`src/rtl/front_panel.sv`:
```
// Front panel: debounced step button, step/run/pause sequencing, hex display source.
module front_panel #(
  parameter int N          = 8,
  parameter int P_SIZE     = 8,
  parameter int DIGITS     = 6,
  parameter int DEB_CYCLES = 16,
  parameter int RUN_DIV    = 4
) (
  input  logic                  clk,
  input  logic                  rst,
  input  logic                  nStep,
  input  logic                  modeRun,
  input  logic [1:0]            sel,
  input  logic                  blankEn,
  input  logic [N-1:0]          result,
  input  logic [P_SIZE-1:0]     pc,
  output logic                  cpuStep,
  output logic                  paused,
  output logic [15:0]           stepCount,
  output logic [DIGITS*4-1:0]   digit,
  output logic [DIGITS-1:0]     blank
);

  localparam int W  = DIGITS * 4;
  localparam int DW = $clog2(DEB_CYCLES);
  localparam int VW = $clog2(RUN_DIV);

  typedef enum logic [1:0] {
    ST_STEP,
    ST_RUN,
    ST_PAUSE
  } mode_t;

  mode_t         r_state;
  mode_t         w_stateNext;
  logic          r_sync1;
  logic          r_sync2;
  logic          r_stableN;
  logic [DW-1:0] r_debCnt;
  logic          r_pressEvt;
  logic [VW-1:0] r_div;
  logic [VW-1:0] w_divNext;
  logic          w_stepReq;
  logic          w_debFlip;
  logic [W-1:0]  w_src;
  logic [DIGITS-1:0] w_blank;

  // Levels below are raw polarity: 1 = released, 0 = pressed.
  assign w_debFlip = (r_sync2 != r_stableN) && (r_debCnt == DW'(DEB_CYCLES - 1));

  // Synchroniser, debounce and press-event pulse
  always_ff @(posedge clk) begin
    if (rst) begin
      r_sync1    <= 1'b1;
      r_sync2    <= 1'b1;
      r_stableN  <= 1'b1;
      r_debCnt   <= '0;
      r_pressEvt <= 1'b0;
    end else begin
      r_sync1    <= nStep;
      r_sync2    <= r_sync1;
      r_pressEvt <= w_debFlip & r_stableN;
      if (r_sync2 == r_stableN) begin
        r_debCnt <= '0;
      end else if (w_debFlip) begin
        r_stableN <= ~r_stableN;
        r_debCnt  <= '0;
      end else begin
        r_debCnt <= r_debCnt + DW'(1);
      end
    end
  end

  // Mode state register
  always_ff @(posedge clk) begin
    if (rst) begin
      r_state <= ST_STEP;
    end else begin
      r_state <= w_stateNext;
    end
  end

  // Next mode, divider and step request; leaving run mode wins over a coincident press
  always_comb begin
    w_stateNext = r_state;
    w_divNext   = r_div;
    w_stepReq   = 1'b0;
    if (!modeRun) begin
      w_stateNext = ST_STEP;
      w_divNext   = '0;
      w_stepReq   = r_pressEvt;
    end else begin
      case (r_state)
        ST_PAUSE: w_stateNext = r_pressEvt ? ST_RUN : ST_PAUSE;
        default:  w_stateNext = r_pressEvt ? ST_PAUSE : ST_RUN;
      endcase
      if (r_state != ST_PAUSE) begin
        w_stepReq = (r_div == VW'(RUN_DIV - 1));
        w_divNext = w_stepReq ? '0 : r_div + VW'(1);
      end
    end
  end

  assign paused = (r_state == ST_PAUSE);

  // Step pulse, divider and step counter; a pulse is never issued back-to-back
  always_ff @(posedge clk) begin
    if (rst) begin
      cpuStep   <= 1'b0;
      r_div     <= '0;
      stepCount <= '0;
    end else begin
      cpuStep   <= w_stepReq & ~cpuStep;
      r_div     <= w_divNext;
      stepCount <= stepCount + {15'd0, cpuStep};
    end
  end

  // Display source selection and leading-zero blanking
  always_comb begin
    w_src = '0;
    case (sel)
      2'd0: w_src = W'(result);
      2'd1: w_src = W'(pc);
      2'd2: w_src = W'(stepCount);
      2'd3: w_src = W'({pc, result});
      default: w_src = '0;
    endcase
    w_blank = '0;
    for (int unsigned i = 1; i < DIGITS; i++) begin
      w_blank[i] = blankEn && ((w_src >> (4 * i)) == '0);
    end
  end

  // Registered display outputs
  always_ff @(posedge clk) begin
    if (rst) begin
      digit <= '0;
      blank <= '0;
    end else begin
      digit <= w_src;
      blank <= w_blank;
    end
  end

endmodule

```
`config.mk`:
```
export PLATFORM = sky130hd
export DESIGN_NAME = front_panel
export DESIGN_NICKNAME = d
export VERILOG_FILES = /design/src/rtl/front_panel.sv
export SDC_FILE = /design/constraint.sdc
export NUM_CORES = 1
export LEC_CHECK = 0
export ABC_AREA = 1
export BUFFER_PORTS_ARGS = -buffer_cell sky130_fd_sc_hd__buf_4
export CORE_UTILIZATION = 39
export DETAILED_ROUTE_END_ITERATION = 7
export PLACE_DENSITY = 0.66
export SYNTH_ARGS = -nofsm -noshare
export SYNTH_HDL_FRONTEND = slang
export SYNTH_SLANG_ARGS = --single-unit
```
`constraint.sdc`:
```
create_clock -name clk -period 1.23 [get_ports clk]
set_input_delay 0.246 -clock clk [delete_from_list [all_inputs] [get_ports clk]]
set_output_delay 0.246 -clock clk [all_outputs]
set_load 0.1 [all_outputs]
```
-- Word-level counts from Yosys, hierarchy flattened
Index checks and enable logic that the tools add are counted.
- register bits: 59
- bits in latches: 0
- RAM bits: 0
- memory bits (read-only): 0
- input bits: 23
- output and inout port bits: 48
- logic and storage cells: 52
- memories kept: 0
- add/subtract/negate cells: 3
- $mul: 0
- div/mod/pow operators: 0
- $lt $le $gt $ge: 0
- equal/unequal tests: 9
- shift operators: 0
- muxes and demuxes: 7
- bitwise gates (word level): 6
- reduce and logical (&&, ||, !) cells: 15
- operators with widths (cell ; count):
    $logic_not 24->1 ; 5
    $pmux 24 s4 ; 1
    $add 16x1->16 ; 1
    $eq 2x2->1 const B ; 4
    $mux 2 ; 4
    $logic_and 1x1->1 ; 6
    $add 4x1->4 const B ; 1
    $eq 4x4->1 const B ; 1
    $not 1->1 ; 4
    $reduce_or 3->1 ; 1
    $add 2x1->2 const B ; 1
    $and 1x1->1 ; 2
    $eq 2x1->1 const B ; 1
    $logic_not 2->1 ; 1
    $mux 1 ; 2
    $ne 2x2->1 const B ; 1
    $reduce_and 2->1 ; 1
    $reduce_or 2->1 ; 1
    $eq 1x1->1 ; 1
    $ne 1x1->1 ; 1

-- Depth between registers and ports, before layout
Gate-level depths: netlist of run 1.
- depth after elaboration: 4
- gate-level depth with buffers: 10
- depth with buffers taken out: 9

-- Worst setup path before layout of run 1
Ideal clock, no wire load.
- kind: register to register
- from: reg stepCount[0]
- to: reg stepCount[14]
- setup time: 123 ps
- arrival time: 2088 ps
- required time: 1107 ps
- slack: -981 ps
- stages on the path, launching flop included: 8
- path buffers: 0
- clock period less this slack: 2211 ps
- cell sequence: dfxtp_1 -> ha_1 -> ha_1 -> nand2_1 -> nor2_4 -> nand3_1 -> o21ai_0 -> a21oi_1
- word-level cells in the longest chain between the ends: 1
- ends and longest elaborated chain (element ; RTL line ; source):
    start, declared ; 19 ; output logic [15:0] stepCount,
    start signal, assigned ; 115 ; stepCount <= stepCount + {15'd0, cpuStep};
    $add 16x1->16 ; 115 ;
Every way passes these cells.
A chain may end at the register's enable or synchronous reset.

-- Worst setup path after layout of run 1
- from: reg r_state[1]
- to: out paused
- word-level cells in the longest chain between the ends: 1
- ends and longest elaborated chain (element ; RTL line ; source):
    start, declared ; 34 ; mode_t r_state;
    start signal, assigned ; 79 ; r_state <= w_stateNext;
    $eq 2x2->1 ; 104 ; assign paused = (r_state == ST_PAUSE);
    end, declared ; 18 ; output logic paused,
Every way passes these cells.

==> metrics, run 1 <==
root buffer cell=clkbuf_8; Max Slew Vio Count=0; crit end category=output port; die width=77.3 um; critical path class=reg -> out; Worst Path Max Fanout=2; port bufs=between 60 and 70; VDD IR-drop max=between 0.0006 and 0.0007 V; RSZ-0062 raised after global routing=yes; commonest non-fill, non-tap cell in the layout=nand2_1; Tot GR Track Use=18.7%; CORE AREA=around 5500 sq um; Syn-to-layout area delta=45.8%; leak pwr=1.47 nW; Post-Syn Instances=slightly below 300; fmax=713 MHz; Compound-Gate Fraction of Synth Area=8.93%; status=complete, but fails checks; Synth cell types=33; die area=approximately 6000 sq um; skew final=0.00535 ns; initial core utilization=between 40% and 50%; Worst-path clk slew=0.09 ns; CP required=0.98 ns; post-synth top area cell=dfxtp_1; Std-Cell Rows=27; number of synthesized flops with an enable pin=0; pwr/cell area=1030 nW/um^2; synthesized area=2210 sq um; drt drc=0; maximum clock path buffer count=2; # IOs=just over 70; RD Place Congestion=0.776; Post-synth ARST share=0%; final worst-path cycle share=114%; WL/cell=12.0 um; syn avg cell area=7.55 sq um; Post-Synth Adder-Cell Area=under 10%; multi-input combinational cell area=1140 sq um; share of cells above drive strength 1=between 30% and 40%; clock latency on the worst-skew pair=about 0.3 ns; DIE HEIGHT=77.3 um; first-pass GRT wire length=approximately 9000 um; largest family of logic cells by synthesized area=simple AND/OR/NAND/NOR gates; pin count of the biggest net entering global routing=18; total gr overflow=0; fraction of the mapped netlist area in simple logic gates=between 30% and 40%; initial antenna violation count=0; Place WS=-0.0684 ns; CTS Buf Count=5; FF-to-FF setup slack=-0.12 ns; failing checks=negative setup slack; final cell count without fillers=444; slowest stage cell, crit path=dfxtp_1; number of diodes=0; clock tree from TritonCTS=done; Nets=slightly below 400; Fin Setup TNS=-0.446 ns; part of the Yosys area used for sequential elements=44.3%; vias after detailed routing=2064; most frequent cells in the layout=63 x nand2_1, 58 x buf_4, 33 x nor2_1, 31 x dfxtp_1, 27 x inv_1; top cells by area, synth=dfxtp_1 44%, nand2_1 11%, nor2_1 6.3%; router iterations before antenna repair=4; Max H-tree Level=2; Power Total=3.34 mW; Reg area=1040 sq um; proportion of synthesized area in mux cells=0%; post-synthesis xor/xnor area fraction=a little under 2%; post-synth top area share=44.3%; CTS Hold Bufs=0; total wire length=approximately 5300 um; Yosys warnings=0; DRT antenna net count=0; number of max-cap violations=0; clock sink count=49; placed cell count=about 430; Period minus WS final=~1.4 ns; FILL cells=514; Hold Path Class=in -> reg; Final Setup Violations=6; number of hold violations in the final report=0; Via density=roughly 4.6; FF+latch count, synth=49; arrival time at the worst endpoint=1.16 ns; vias in the first global route=1918; startpoint types=flop; Starting DRT DRC Count=109; top_reg_cell synth=dfxtp_1; Final HPWL DP=3970 um; Hold WS=0.124 ns; worst-path cell chain=inv_1 -> or2_4 -> clkinvlp_4 -> buf_12; fin worst setup slack=-0.172 ns; max incr delay on CP=about 0.32 ns
[flip-flops by register name (all words and copies together), names as in the netlist]
register,flops
digit,16
stepCount,16
blank,4
r_debCnt,4
r_div,2
r_state,2
cpuStep,1
r_pressEvt,1
r_stableN,1
r_sync1,1
r_sync2,1
[cells in the mapped netlist (2+ instances only)]
library cell	count
buf_4	10
nand2_4	3
a31oi_1	6
a21oi_1	16
nand2_2	2
ha_1	4
o21ai_0	8
dfxtp_1	49
clkbuf_1	3
o21a_1	2
nor2_2	3
xor2_1	3
or2_2	3
o21bai_1	2
buf_2	2
nand3_1	25
xnor2_1	2
nor2_1	37
inv_2	2
buf_6	2
nor3_1	3
nand4_1	2
inv_1	30
nand2_1	65
[through the flow]
step / area [sq um] / utilization, %
finish: 3230 / 59.0
global route: 3230 / 59.0
CTS: 3120 / 56.9
detailed placement: 2870 / 52.4
global placement: 2870 / 52.4
floorplan: 2360 / -
[cell type report]
cell class | instances | area share, %
clock buffer | 6 | 2.56
clock inverter | 2 | 0.543
inverter | 33 | 4.26
multi-input combinational | 202 | 35.2
sequential | 49 | 32.2
tap | 72 | 2.79
timing repair buffer | 80 | 22.4
[routing by layer]
metal	global-route usage, %	share of wire, %	wire length, um
met1	23.2	45	2390
met2	31.2	48	2530
met3	4.71	6.1	323
met4	6.79	1.4	77
met5	0	0	0
[where the power goes]
part | internal (mW) | switching [mW] | total [mW]
combinational | 0.177 | 0.533 | 0.710
sequential | 1.60 | 0.0169 | 1.61
clock | 0.467 | 0.544 | 1.01
total | 2.24 | 1.09 | 3.34
[worst paths after layout]
path                                      end  depth (start not counted)    startpoint
worst min register to register        r_sync2                          1       r_sync1
worst max register to register  stepCount[14]                          8  stepCount[0]
worst max-delay path                   paused                          4    r_state[1]
worst min-delay path                  r_sync1                          2         nStep
[kinds of logic (layout without fill, tap and decap cells)]
kind of cell / Yosys count / count (layout)
other: 1 / 9
flip-flops: 49 / 49
AO/OA/AOI/OAI: 35 / 35
XOR/XNOR: 5 / 5
AND/OR/NAND/NOR: 149 / 149
buffers and inverters: 50 / 121
adder cells (fa/ha/maj): 4 / 4
[repair_timing]
item	4_1_cts	5_1_grt
pin swaps	13	13
setup endpoints to repair	21	18
gates resized for setup	28	24
setup buffers	4	6
cloned	0	0
[worst max-delay path: cells and delay by family, from the launching register on]
kind / cells / cell delay (ns)
DFF: 1 / 0.32
buffers and inverters: 3 / 0.29
and+or+nand+nor: 1 / 0.24
Note: power is estimated with default switching activity, not from simulation.
==> inputs of run 2 (changes only) <==
- ABC_AREA: 1 -> not set
- PLACE_DENSITY: 0.66 -> 0.67
==> run 2 against run 1 <==
Net effect: the flow still finishes with violations (negative setup slack); sequential share of layout area down 1.9 points; synthesized area down 2.2%; die area down 2.1%; highest routed layer unchanged; largest cell class unchanged.
==> metrics, run 2 <==
status=complete, but fails checks; failing checks=negative setup slack; Final HPWL DP=a little under 4000 um; first-pass GRT wire length=8970 um; r2r startpoint=stepCount[9]; Via density=between 4 and 5; syn avg cell area=9.41 sq um; top_reg_cell synth=dfxtp_1; Nets=approximately 350; Max H-tree Level=2; post-synth top area share=a little under half; Std-Cell Rows=26; most frequent cells in the layout=68 x buf_4, 32 x dfxtp_1, 31 x nor2_1, 22 x mux2i_1; RSZ-0062 raised after global routing=yes; Post-synth ARST share=0%; most common cell in the netlist=dfxtp_1; Final Setup Violations=8; final cell count without fillers=395; startpoint types=flop; number of diodes=0; clock latency on the worst-skew pair=0.30 ns; Hold Path Class=in -> reg; commonest cells in the netlist=49 x dfxtp_1, 31 x nor2_1, 22 x mux2i_1, 11 x buf_4; Worst Path Max Fanout=4; fin worst setup slack=-0.147 ns; FF-to-FF setup slack=-0.15 ns; Syn-to-layout area delta=58.4%; vias in the first global route=1810; CORE AREA=5240 sq um; placed cell count=379; Starting DRT DRC Count=58; part of the Yosys area used for sequential elements=~45%; post-layout util=approximately two thirds; VDD IR-drop max=0.000712 V; pin count of the biggest net entering global routing=24; final worst-path cycle share=112%; pwr/cell area=a little over 900 nW/um^2; number of hold violations in the final report=0; Synth cell types=40; leak pwr=1.49 nW; Critical Path Sink=stepCount[15]; WL/cell=14.1 um; Post-Syn Instances=230; clock tree from TritonCTS=done; initial antenna violation count=0; CTS Buf Count=5; Worst-path clk slew=~0.08 ns; critical path class=reg -> reg; arrival time at the worst endpoint=1.62 ns; total wire length=5560 um; CP required=1.47 ns; maximum clock path buffer count=2; reg2reg path depth=4; crit end category=flop; post-synth top area cell=dfxtp_1; top flop regs=digit (16), stepCount (16); # IOs=between 70 and 80; Yosys warnings=0; Power Total=3.18 mW; clock sink count=49; top cells by area, synth=dfxtp_1 45%, mux2i_1 10%, nor2_1 5.4%; total gr overflow=0; port bufs=between 60 and 70; DRT antenna net count=0; RD Place Congestion=a little under 0.8; Fin Setup TNS=-0.443 ns; share of cells above drive strength 1=between 40% and 50%; fmax=around 730 MHz; router iterations before antenna repair=4; number of synthesized flops with an enable pin=0; Max Slew Vio Count=0; die area=5850 sq um; synthesized area=2160 sq um; DIE HEIGHT=76.5 um; root buffer cell=clkbuf_8; skew final=between 0.002 and 0.003 ns; commonest non-fill, non-tap cell in the layout=buf_4; Tot GR Track Use=19.5%; die width=between 70 and 80 um; drt drc=0; initial core utilization=around two fifths; Period minus WS final=1.38 ns; FF+latch count, synth=between 40 and 50; crit path launch=stepCount[9]; number of max-cap violations=0; R2R Path End=stepCount[15]; vias after detailed routing=roughly 1.9k
[run 2: cell count changes after synthesis, moves of 4 or more]
| cell | delta |
|---|---|
| a211oi_1 | +6 |
| a21oi_1 | -8 |
| a31oi_1 | -4 |
| clkbuf_1 | +4 |
| inv_1 | -26 |
| mux2i_1 | +22 |
| nand2_1 | -58 |
| nand2b_1 | +6 |
| nand3_1 | -20 |
| nor2_1 | -6 |
| nor2b_1 | +10 |
| o21ai_0 | -4 |
| xor2_1 | +7 |
[run 2: repair_timing]
action,CTS,global route
buffers inserted,2,8
setup endpoints to repair,27,30
resized for setup,59,25
gates cloned,0,0
hold buffers,0,0
pin swaps,12,22
hold endpoints to repair,0,0
[run 2: final cells by class]
type,instances,area [sq um]
fill,436,1810
multi-input combinational,162,1170
sequential,49,1040
timing repair buffer,102,1030
tap,70,87.6
clock buffer,8,80.1
inverter,4,15.0
[run 2: worst min path at each step]
stage                to     from  cells past startpoint  slack, ns
2_1_floorplan  blank[4]      rst                      1       0.32
3_3_place_gp    r_sync2  r_sync1                      1       0.39
3_5_place_dp    r_sync2  r_sync1                      1       0.40
4_1_cts         r_sync1    nStep                      2       0.12
5_1_grt         r_sync1    nStep                      2       0.13
6_report        r_sync1    nStep                      2       0.13
[run 2: per-layer routing]
layer  wire, um  global-route usage [%]
met3        250                    4.07
met2       2780                    31.7
met4        112                    8.46
met5          0                       0
met1       2410                    24.8
[run 2: report_power, final]
part / leakage (nW) / switching [mW] / internal, mW
registers: 0.412 / 0.0153 / 1.59
logic: 1.04 / 0.500 / 0.184
clock network: 0.0395 / 0.489 / 0.405
total: 1.49 / 1.00 / 2.18
[run 2: critical path: stages, from the launching register on]
cell and delay (ns):
dfxtp_4 0.35, and4_4 0.26, nand4_4 0.09, or4_4 0.49, a21oi_2 0.13
[run 2: through the flow]
step,setup WS (ns),hold WS (ns),instance area (sq um)
global route,-0.192,0.126,3430
global placement,-0.133,0.394,2940
floorplan,-0.403,0.316,2290
CTS,-0.157,0.120,3280
finish,-0.147,0.128,3430
detailed placement,-0.138,0.399,2940
[run 2: cell families after synthesis]
family	count (synthesis)	synth area share (%)
AND/OR/NAND/NOR	87	21.7
flip-flops	49	45.3
buffers and inverters	27	6.82
AO/OA/AOI/OAI	24	6.76
multiplexers	24	11.2
XOR/XNOR	14	5.66
adder cells (fa/ha/maj)	4	2.31
other	1	0.173
==> inputs of run 3 (changes only) <==
- TNS_END_PERCENT: not set -> 5
==> run 3 against run 2 <==
Net effect: the run still ends with negative setup slack left; register-to-register slack worse by 0.02 ns; fmax down 1.2%; clock-buffer cell count down 3; largest cell class unchanged.
==> metrics, run 3 (same netlist as run 2, synthesis figures left out) <==
slowest stage cell, crit path=or4_1; total wire length=around 5500 um; post-CTS setup buffers=0; Tot GR Track Use=19.6%; Max H-tree Level=2; CP required=1.47 ns; internal power=about 2.2 mW; met3 WL=231 um; clock tree from TritonCTS=done; max incr delay on CP=between 0.4 and 0.5 ns; Critical Path Sink=stepCount[15]; critical path class=reg -> reg; final worst-path cycle share=113%; initial core utilization=41.3%; VDD IR-drop max=0.000645 V; router iterations before antenna repair=4; CORE AREA=between 5000 and 6000 sq um; Worst Path Max Fanout=4; DRT antenna net count=0; pwr/cell area=985 nW/um^2; most frequent cells in the layout=66 x buf_4, 32 x dfxtp_1, 31 x nor2_1, 22 x mux2i_1, 15 x dfxtp_4; Period minus WS final=~1.4 ns; die width=roughly 77 um; crit path launch=stepCount[0]; top cell family by delay on the critical path=simple AND/OR/NAND/NOR gates; Syn-to-layout area delta=52.8%; Final HPWL DP=4010 um; Nets=343; die area=between 5000 and 6000 sq um; pin count of the biggest net entering global routing=20; DRT met1 WL=2420 um; max layer used=met4; drt drc=0; CTS Hold Bufs=0; sw power=1.08 mW; Starting DRT DRC Count=45; startpoint types=flop; Via density=4.83; R2R Path End=stepCount[15]; arrival time at the worst endpoint=1.64 ns; Max Slew Vio Count=0; leak pwr=1.44 nW; FILL cells=449; combinational cell fraction of total power=around a fifth; Final Setup Violations=10; share of cells above drive strength 1=43.2%; Switching Fraction=33.1%; number of hold violations in the final report=0; crit end category=flop; root buffer cell=clkbuf_8; WP buf/inv=0; port bufs=61; clock power share=29.6%; Hold Path Class=in -> reg; r2r startpoint=stepCount[0]; CTS Buf Count=5; commonest non-fill, non-tap cell in the layout=buf_4; maximum clock path buffer count=2; first-pass GRT wire length=8930 um; clock sink count=49; number of max-cap violations=0; sequential share of power=approximately half; Critical Path Stages=5; WL/cell=14.3 um; worst-path cell chain=ha_4 -> and2_4 -> nand3_4 -> or4_1 -> a21oi_1; vias in the first global route=1855; placed cell count=between 300 and 400; status=complete, but fails checks; RSZ-0062 raised after global routing=yes; # IOs=71; vias after detailed routing=1869; cell area after layout=3310 sq um; fmax=717 MHz; Worst-path clk slew=around 0.090 ns; FF-to-FF setup slack=-0.16 ns; fin worst setup slack=-0.164 ns; clock latency on the worst-skew pair=about 0.30 ns; initial antenna violation count=0; DIE HEIGHT=76.5 um; total gr overflow=0; Fin Setup TNS=-0.654 ns; failing checks=negative setup slack; number of diodes=0; reg2reg path depth=5; Std-Cell Rows=26; RD Place Congestion=0.771; skew final=around 0.0029 ns; top flop regs=digit (16), stepCount (16); post-place instance area=2940 sq um; final cell count without fillers=around 390; Routed met2 length=2790 um
-- run 3: cell count changes in the layout (fill, tap and decap cells not counted), sizes merged --
cell      change
clkinvlp      +1
inv           +2
clkbuf        -3
buf           -8
-- run 3: power groups by stage --
stage | Clock (mW) | Combinational (mW) | Sequential, mW
final | 0.963 | 0.688 | 1.61
after global routing | 1.05 | 0.719 | 1.61
after CTS | 0.985 | 0.685 | 1.61
after detailed placement | 0 | 0.681 | 1.65
after global placement | 0 | 0.677 | 1.65
after floorplan | 0 | 0.299 | 1.88
-- run 3: metal layers --
metal | global-route usage [%] | up-vias
li1 | - | 941
met4 | 7.31 | 0
met2 | 34.2 | 53
met5 | 0 | -
met3 | 3.83 | 9
met1 | 23.8 | 866
-- run 3: how the worst min path moves through the flow --
stage,start,to,slack [ns],depth (start not counted)
3_5_place_dp,r_sync1,r_sync2,0.40,1
5_1_grt,nStep,r_sync1,0.11,2
4_1_cts,nStep,r_sync1,0.12,2
3_3_place_gp,r_sync1,r_sync2,0.39,1
2_1_floorplan,rst,blank[4],0.33,1
6_report,nStep,r_sync1,0.12,2
-- run 3: metrics by stage --
step,utilization [%],worst slack [ns],power [mW],hold slack (ns)
floorplan,-,-0.403,2.18,0.326
global placement,56.1,-0.130,2.33,0.393
detailed placement,56.1,-0.150,2.33,0.395
CTS,62.2,-0.178,3.28,0.115
global route,63.2,-0.206,3.39,0.111
finish,63.2,-0.164,3.26,0.122
-- run 3: timing repair --
item                       4_1_cts  5_1_grt
setup endpoints to repair       28       33
pin swaps                        7        2
resized for setup               57       13
-- run 3: layout make-up --
cell class,count,area (sq um),area share (%)
Timing Repair Buffer,94,945,28.6
Inverter,4,15.0,0.454
Sequential cell,49,1040,31.4
Tap cell,70,87.6,2.65
Clock inverter,3,20.0,0.605
Clock buffer,5,68.8,2.08
Multi-Input combinational cell,162,1130,34.2
